===== config.mk =====
export PLATFORM = sky130hd
export DESIGN_NAME = hsi_m_rx_nch
export DESIGN_NICKNAME = d
export VERILOG_FILES = /design/src/rtl/hsi_m_rx_nch.sv
export SDC_FILE = /design/constraint.sdc
export NUM_CORES = 1
export LEC_CHECK = 0
export ABC_AREA = 1
export CELL_PAD_IN_SITES_DETAIL_PLACEMENT = 1
export CELL_PAD_IN_SITES_GLOBAL_PLACEMENT = 1
export CORE_ASPECT_RATIO = 0.7
export CORE_MARGIN = 4
export CORE_UTILIZATION = 40
export DETAILED_ROUTE_END_ITERATION = 7
export GPL_TIMING_DRIVEN = 0
export PLACE_DENSITY = 0.84
export SETUP_SLACK_MARGIN = 0.05
export SYNTH_ARGS = -nofsm -noshare
export SYNTH_HDL_FRONTEND = slang
export SYNTH_SLANG_ARGS = --single-unit

===== constraint.sdc =====
create_clock -name clk -period 1.9 [get_ports clk]
set_clock_uncertainty 0.05 [all_clocks]
set_input_delay 0.38 -clock clk [delete_from_list [all_inputs] [get_ports clk]]
set_output_delay 0.38 -clock clk [all_outputs]
set_load 0.005 [all_outputs]

===== src/rtl/hsi_m_rx_nch.sv =====
// HSI master receive controller: N_CH redundant serial lines, UART-style framing,
// parity/stop checks, show-ahead output FIFO with ready/ack pop.

module hsi_m_rx_sync (
  input  logic clk,
  input  logic n_rst,
  input  logic d,
  output logic q
);
  logic s1;

  always_ff @(posedge clk or negedge n_rst) begin
    if (!n_rst) begin
      s1 <= 1'b1;
      q  <= 1'b1;
    end else begin
      s1 <= d;
      q  <= s1;
    end
  end
endmodule

module hsi_m_rx_nch #(
  parameter int N_CH       = 2,
  parameter int DATA_W     = 8,
  parameter int OVS        = 8,
  parameter int PARITY     = 1,
  parameter int FIFO_DEPTH = 4,
  localparam int SRC_W     = (N_CH > 1) ? $clog2(N_CH) : 1,
  localparam int LVL_W     = $clog2(FIFO_DEPTH + 1)
) (
  input  logic              clk,
  input  logic              n_rst,
  input  logic              clk_en,
  input  logic              sdreq_en,
  input  logic [SRC_W-1:0]  dat_src,
  input  logic [N_CH-1:0]   dat,
  output logic [DATA_W-1:0] q,
  output logic              q_rdy,
  input  logic              q_ack,
  output logic [LVL_W-1:0]  q_lvl,
  output logic              par_err,
  output logic              frm_err,
  output logic              ovf,
  output logic              busy
);
  localparam int AW = $clog2(FIFO_DEPTH);
  localparam int CW = $clog2(OVS);
  localparam int BW = $clog2(DATA_W + 1);

  typedef enum logic [2:0] {IDLE, START, DATA, PAR, STOP} st_t;
  typedef struct packed {
    logic              vld;
    logic [DATA_W-1:0] d;
  } wr_t;

  logic [N_CH-1:0]   s;
  logic              sel, armed, perr, abort, src_chg;
  logic [SRC_W-1:0]  src_q;
  st_t               st;
  logic [CW-1:0]     cnt;
  logic [BW-1:0]     bcnt;
  logic [DATA_W-1:0] sh;
  wr_t               wr;

  for (genvar i = 0; i < N_CH; i++) begin : g_sync
    hsi_m_rx_sync u_sync (.clk(clk), .n_rst(n_rst), .d(dat[i]), .q(s[i]));
  end

  // unmatched (out-of-range) selection falls through to idle level
  always_comb begin
    sel = 1'b1;
    for (int i = 0; i < N_CH; i++)
      if (dat_src == SRC_W'(i)) sel = s[i];
  end

  assign src_chg = (dat_src != src_q);
  assign abort   = (st != IDLE) && (src_chg || !sdreq_en);
  assign busy    = (st != IDLE);

  always_ff @(posedge clk or negedge n_rst) begin
    if (!n_rst) begin
      src_q <= '0;
      armed <= 1'b0;
    end else begin
      src_q <= dat_src;
      if (src_chg || !sdreq_en) armed <= 1'b0;
      else if (clk_en) begin
        if (st == STOP && cnt == CW'(OVS - 1)) armed <= sel;
        else if (sel) armed <= 1'b1;
      end
    end
  end

  always_ff @(posedge clk or negedge n_rst) begin
    if (!n_rst) begin
      st      <= IDLE;
      cnt     <= '0;
      bcnt    <= '0;
      sh      <= '0;
      perr    <= 1'b0;
      par_err <= 1'b0;
      frm_err <= 1'b0;
    end else begin
      par_err <= 1'b0;
      frm_err <= 1'b0;
      if (abort) st <= IDLE;
      else if (clk_en) begin
        unique case (st)
          IDLE: if (armed && !sel) begin
            st  <= START;
            cnt <= '0;
          end
          START: if (cnt == CW'(OVS / 2 - 1)) begin
            cnt  <= '0;
            bcnt <= '0;
            perr <= 1'b0;
            if (sel) begin
              frm_err <= 1'b1;
              st      <= IDLE;
            end else st <= DATA;
          end else cnt <= cnt + 1'b1;
          DATA: if (cnt == CW'(OVS - 1)) begin
            cnt <= '0;
            sh  <= DATA_W'({sel, sh} >> 1);
            if (bcnt == BW'(DATA_W - 1)) st <= (PARITY != 0) ? PAR : STOP;
            else bcnt <= bcnt + 1'b1;
          end else cnt <= cnt + 1'b1;
          PAR: if (cnt == CW'(OVS - 1)) begin
            cnt  <= '0;
            perr <= ~((^sh) ^ sel);
            st   <= STOP;
          end else cnt <= cnt + 1'b1;
          STOP: if (cnt == CW'(OVS - 1)) begin
            cnt <= '0;
            st  <= IDLE;
            if (!sel) frm_err <= 1'b1;
            else if (perr) par_err <= 1'b1;
          end else cnt <= cnt + 1'b1;
          default: st <= IDLE;
        endcase
      end
    end
  end

  // the word enters the FIFO on the stop-sample edge itself
  assign wr.vld = clk_en && (st == STOP) && (cnt == CW'(OVS - 1)) && sel && !perr && !abort;
  assign wr.d   = sh;

  logic [FIFO_DEPTH-1:0][DATA_W-1:0] mem;
  logic [AW:0] wp, rp;
  logic        pop, full, we;

  assign q_lvl = LVL_W'(wp - rp);
  assign q_rdy = (wp != rp);
  assign full  = (q_lvl == LVL_W'(FIFO_DEPTH));
  assign pop   = q_ack && q_rdy;
  assign we    = wr.vld && (!full || pop);
  assign q     = mem[rp[AW-1:0]];

  always_ff @(posedge clk or negedge n_rst) begin
    if (!n_rst) begin
      mem <= '0;
      wp  <= '0;
      rp  <= '0;
      ovf <= 1'b0;
    end else begin
      ovf <= wr.vld && full && !pop;
      if (we) begin
        mem[wp[AW-1:0]] <= wr.d;
        wp <= wp + 1'b1;
      end
      if (pop) rp <= rp + 1'b1;
    end
  end
endmodule


==> qor.csv <==
metric,value,unit
core_region_area,8620,um^2
grt_max_degree,67,
fin_area,5130,um^2
cap_violations,0,
final_cell_mix,"nand2_1, dfrtp_1, nand3_2",
clk_pin_slew_worst_paths,0.06,ns
dieArea,10700,um^2
intPower,3970,uW
hold_buffers,0,
timing.final.ws_setup,-0.303,ns
worstPathMaxFanout,5,
place_hpwl,6920,um
clkSinkCount,66,
cts_max_path_buffers,2,
antenna_left,0,
root_buffer,clkbuf_16,
synth.ff_latch_count,66,
grt-ovfl-total,0,
ys_warn_count,0,
die_w,122,um
pwr-share-clk,0.293,
slew_headroom,0.401,
drv_slew,0,
start_util,0.420,
syn-num-nets,457,
ctsHtreeMaxLevel,3,
clkLatencyLatePin,0.34,ns
gp_congestion,0.844,
n_antenna_cell,0,
placed_area,4020,um^2
grt_usage,0.244,
nFillCells,1004,
grt_setup_unrepaired,true,
hp-class,in2async,
final_common_cell,nand2_1,
routed_wl,13400,um
vias,3435,
grt_pass1_vias,3653,
synth_area,3620,um^2
synth_area_per_cell,8.30,um^2
fmax,0.454,GHz
ys_types,38,
final_hold_viol_count,0,
syn_inst,436,
post-place-ws,-0.628,ns
p_leak,0.00240,uW
total_power,6330,uW
critPathKind,reg2reg,
rrSetupSlack,-0.30,ns
power_frac_seq,0.252,
final-setup-viol-count,46,
cp_data_required_time,2.08,ns
status,"complete, but fails checks",
cts_buffers,9,
placementRows,28,
dieHeight,87.6,um
yosys.area.top_type,dfrtp_1,
startpoint_type,register,
io_buffers,23,
synth_area_leaders,"dfrtp_1, nand2_1, nand3_1, o21ai_0, ha_1",
final_nets,528,
cts_tree,done,
grt_pass1_wl,19600,um
min_period,2.20,ns
irDropWorstVdd,0.543,mV
yosys.area.top_type_share,0.429,
drc,0,
comb_power_share,0.455,
setup_tns,-11.28,ns
violations,setup timing,
fin_crit_sh,1.16,
antenna_found_initial,0,
switching_share,0.373,
p_switching,2360,uW
wire_per_inst,21.2,um
drt-initial-drc-count,267,
arrival,2.38,ns
worst_setup_path_end_kind,register,
ios,24,
drive_gt1_frac,0.405,
ys_seq_area_frac,0.458,
tightest_slew,0.898,ns
fin_hold_ws,0.105,ns
first_pass_iters,4,
syn2layout_area_growth,41.9,%
routed_via_density,5.44,
power_density,1230,nW/um^2
-- power by group through the flow --
stage	clock [uW]	sequential [uW]	combinational [uW]
floorplan	0	1620	935
global placement	0	1670	1570
detailed placement	0	1680	1650
CTS	1850	1590	2110
global route	1920	1600	3070
finish	1850	1590	2880
-- logic make-up after synthesis --
kind of cell,after synthesis,share of synthesized area
and+or+nand+nor,240,0.295
adders and majority gates,13,0.0470
xor gates and xnor gates,5,0.0121
DFF,66,0.458
buffers and inverters,57,0.0995
AOI/OAI and AO/OA,55,0.0888
-- final timing paths --
check | start | endpoint | cells past startpoint
setup reg to reg | rp[0] | mem[14] | 10
min in group clk | g_sync[1].u_sync.s1 | g_sync[1].u_sync.q | 0
hold reg to reg | g_sync[1].u_sync.s1 | g_sync[1].u_sync.q | 0
max in group asynchronous | n_rst | st[1] | 1
hold / removal | n_rst | rp[2] | 1
setup / recovery | rp[0] | mem[14] | 10
-- repair_timing --
item / 4_1_cts / 5_1_grt
pin swaps: 28 / 28
endpoints found under the setup margin: 55 / 55
gates cloned: 4 / 1
buffers inserted: 22 / 11
gates resized for setup: 108 / 98
-- cells in the mapped netlist, drive strengths merged --
master,instances
a21oi,2
a22oi,1
a31oi,1
buf,10
clkbuf,7
clkinv,1
dfrtp,62
dfstp,4
fa,1
ha,12
inv,39
nand2,148
nand3,52
nand4,4
nor2,32
nor3,2
o21ai,42
o21bai,1
o22ai,8
or2,2
xnor2,1
xor2,4
-- routing by layer --
metal | track usage | vias up | share of wire | routed length, um
li1 | - | 1555 | - | -
met5 | 0 | - | 0 | 0
met1 | 0.299 | 1726 | 0.42 | 5640
met3 | 0.0542 | 49 | 0.043 | 582
met2 | 0.424 | 105 | 0.50 | 6650
met4 | 0.0966 | 0 | 0.039 | 525
-- worst max-delay path, cell delays in order (launching register included) --
cell	delay [ns]
dfrtp_2	0.46
ha_4	0.18
fa_2	0.54
nand2_2	0.06
inv_2	0.07
nand3_2	0.09
nor2_4	0.26
nor2_4	0.10
buf_6	0.15
nand3_2	0.07
nand2_1	0.06
-- state kept, by name, summed over array words and instances, names as in the netlist, 2 cells and up --
name,flops
sh,8
st,3
mem,32
cnt,3
wp,3
rp,3
bcnt,4
g_sync.u_sync.q,2
g_sync.u_sync.s1,2
-- layout make-up --
cell class,count,area (um^2),area share
well taps,120,150,0.0292
clock inverters,2,60.1,0.0117
repair buffers,60,534,0.104
multi-input cells,314,2080,0.404
inverters,40,174,0.0339
flip-flops and latches,66,1660,0.324
clock buffers,13,260,0.0507
plain buffers,16,218,0.0424
-- per-stage QoR --
step / util / cells
after floorplan: - / 436
after global placement: 0.466 / 579
after detailed placement: 0.466 / 579
after CTS: 0.555 / 620
after global routing: 0.596 / 631
final: 0.596 / 631
Note: power is estimated with default switching activity, not from simulation.
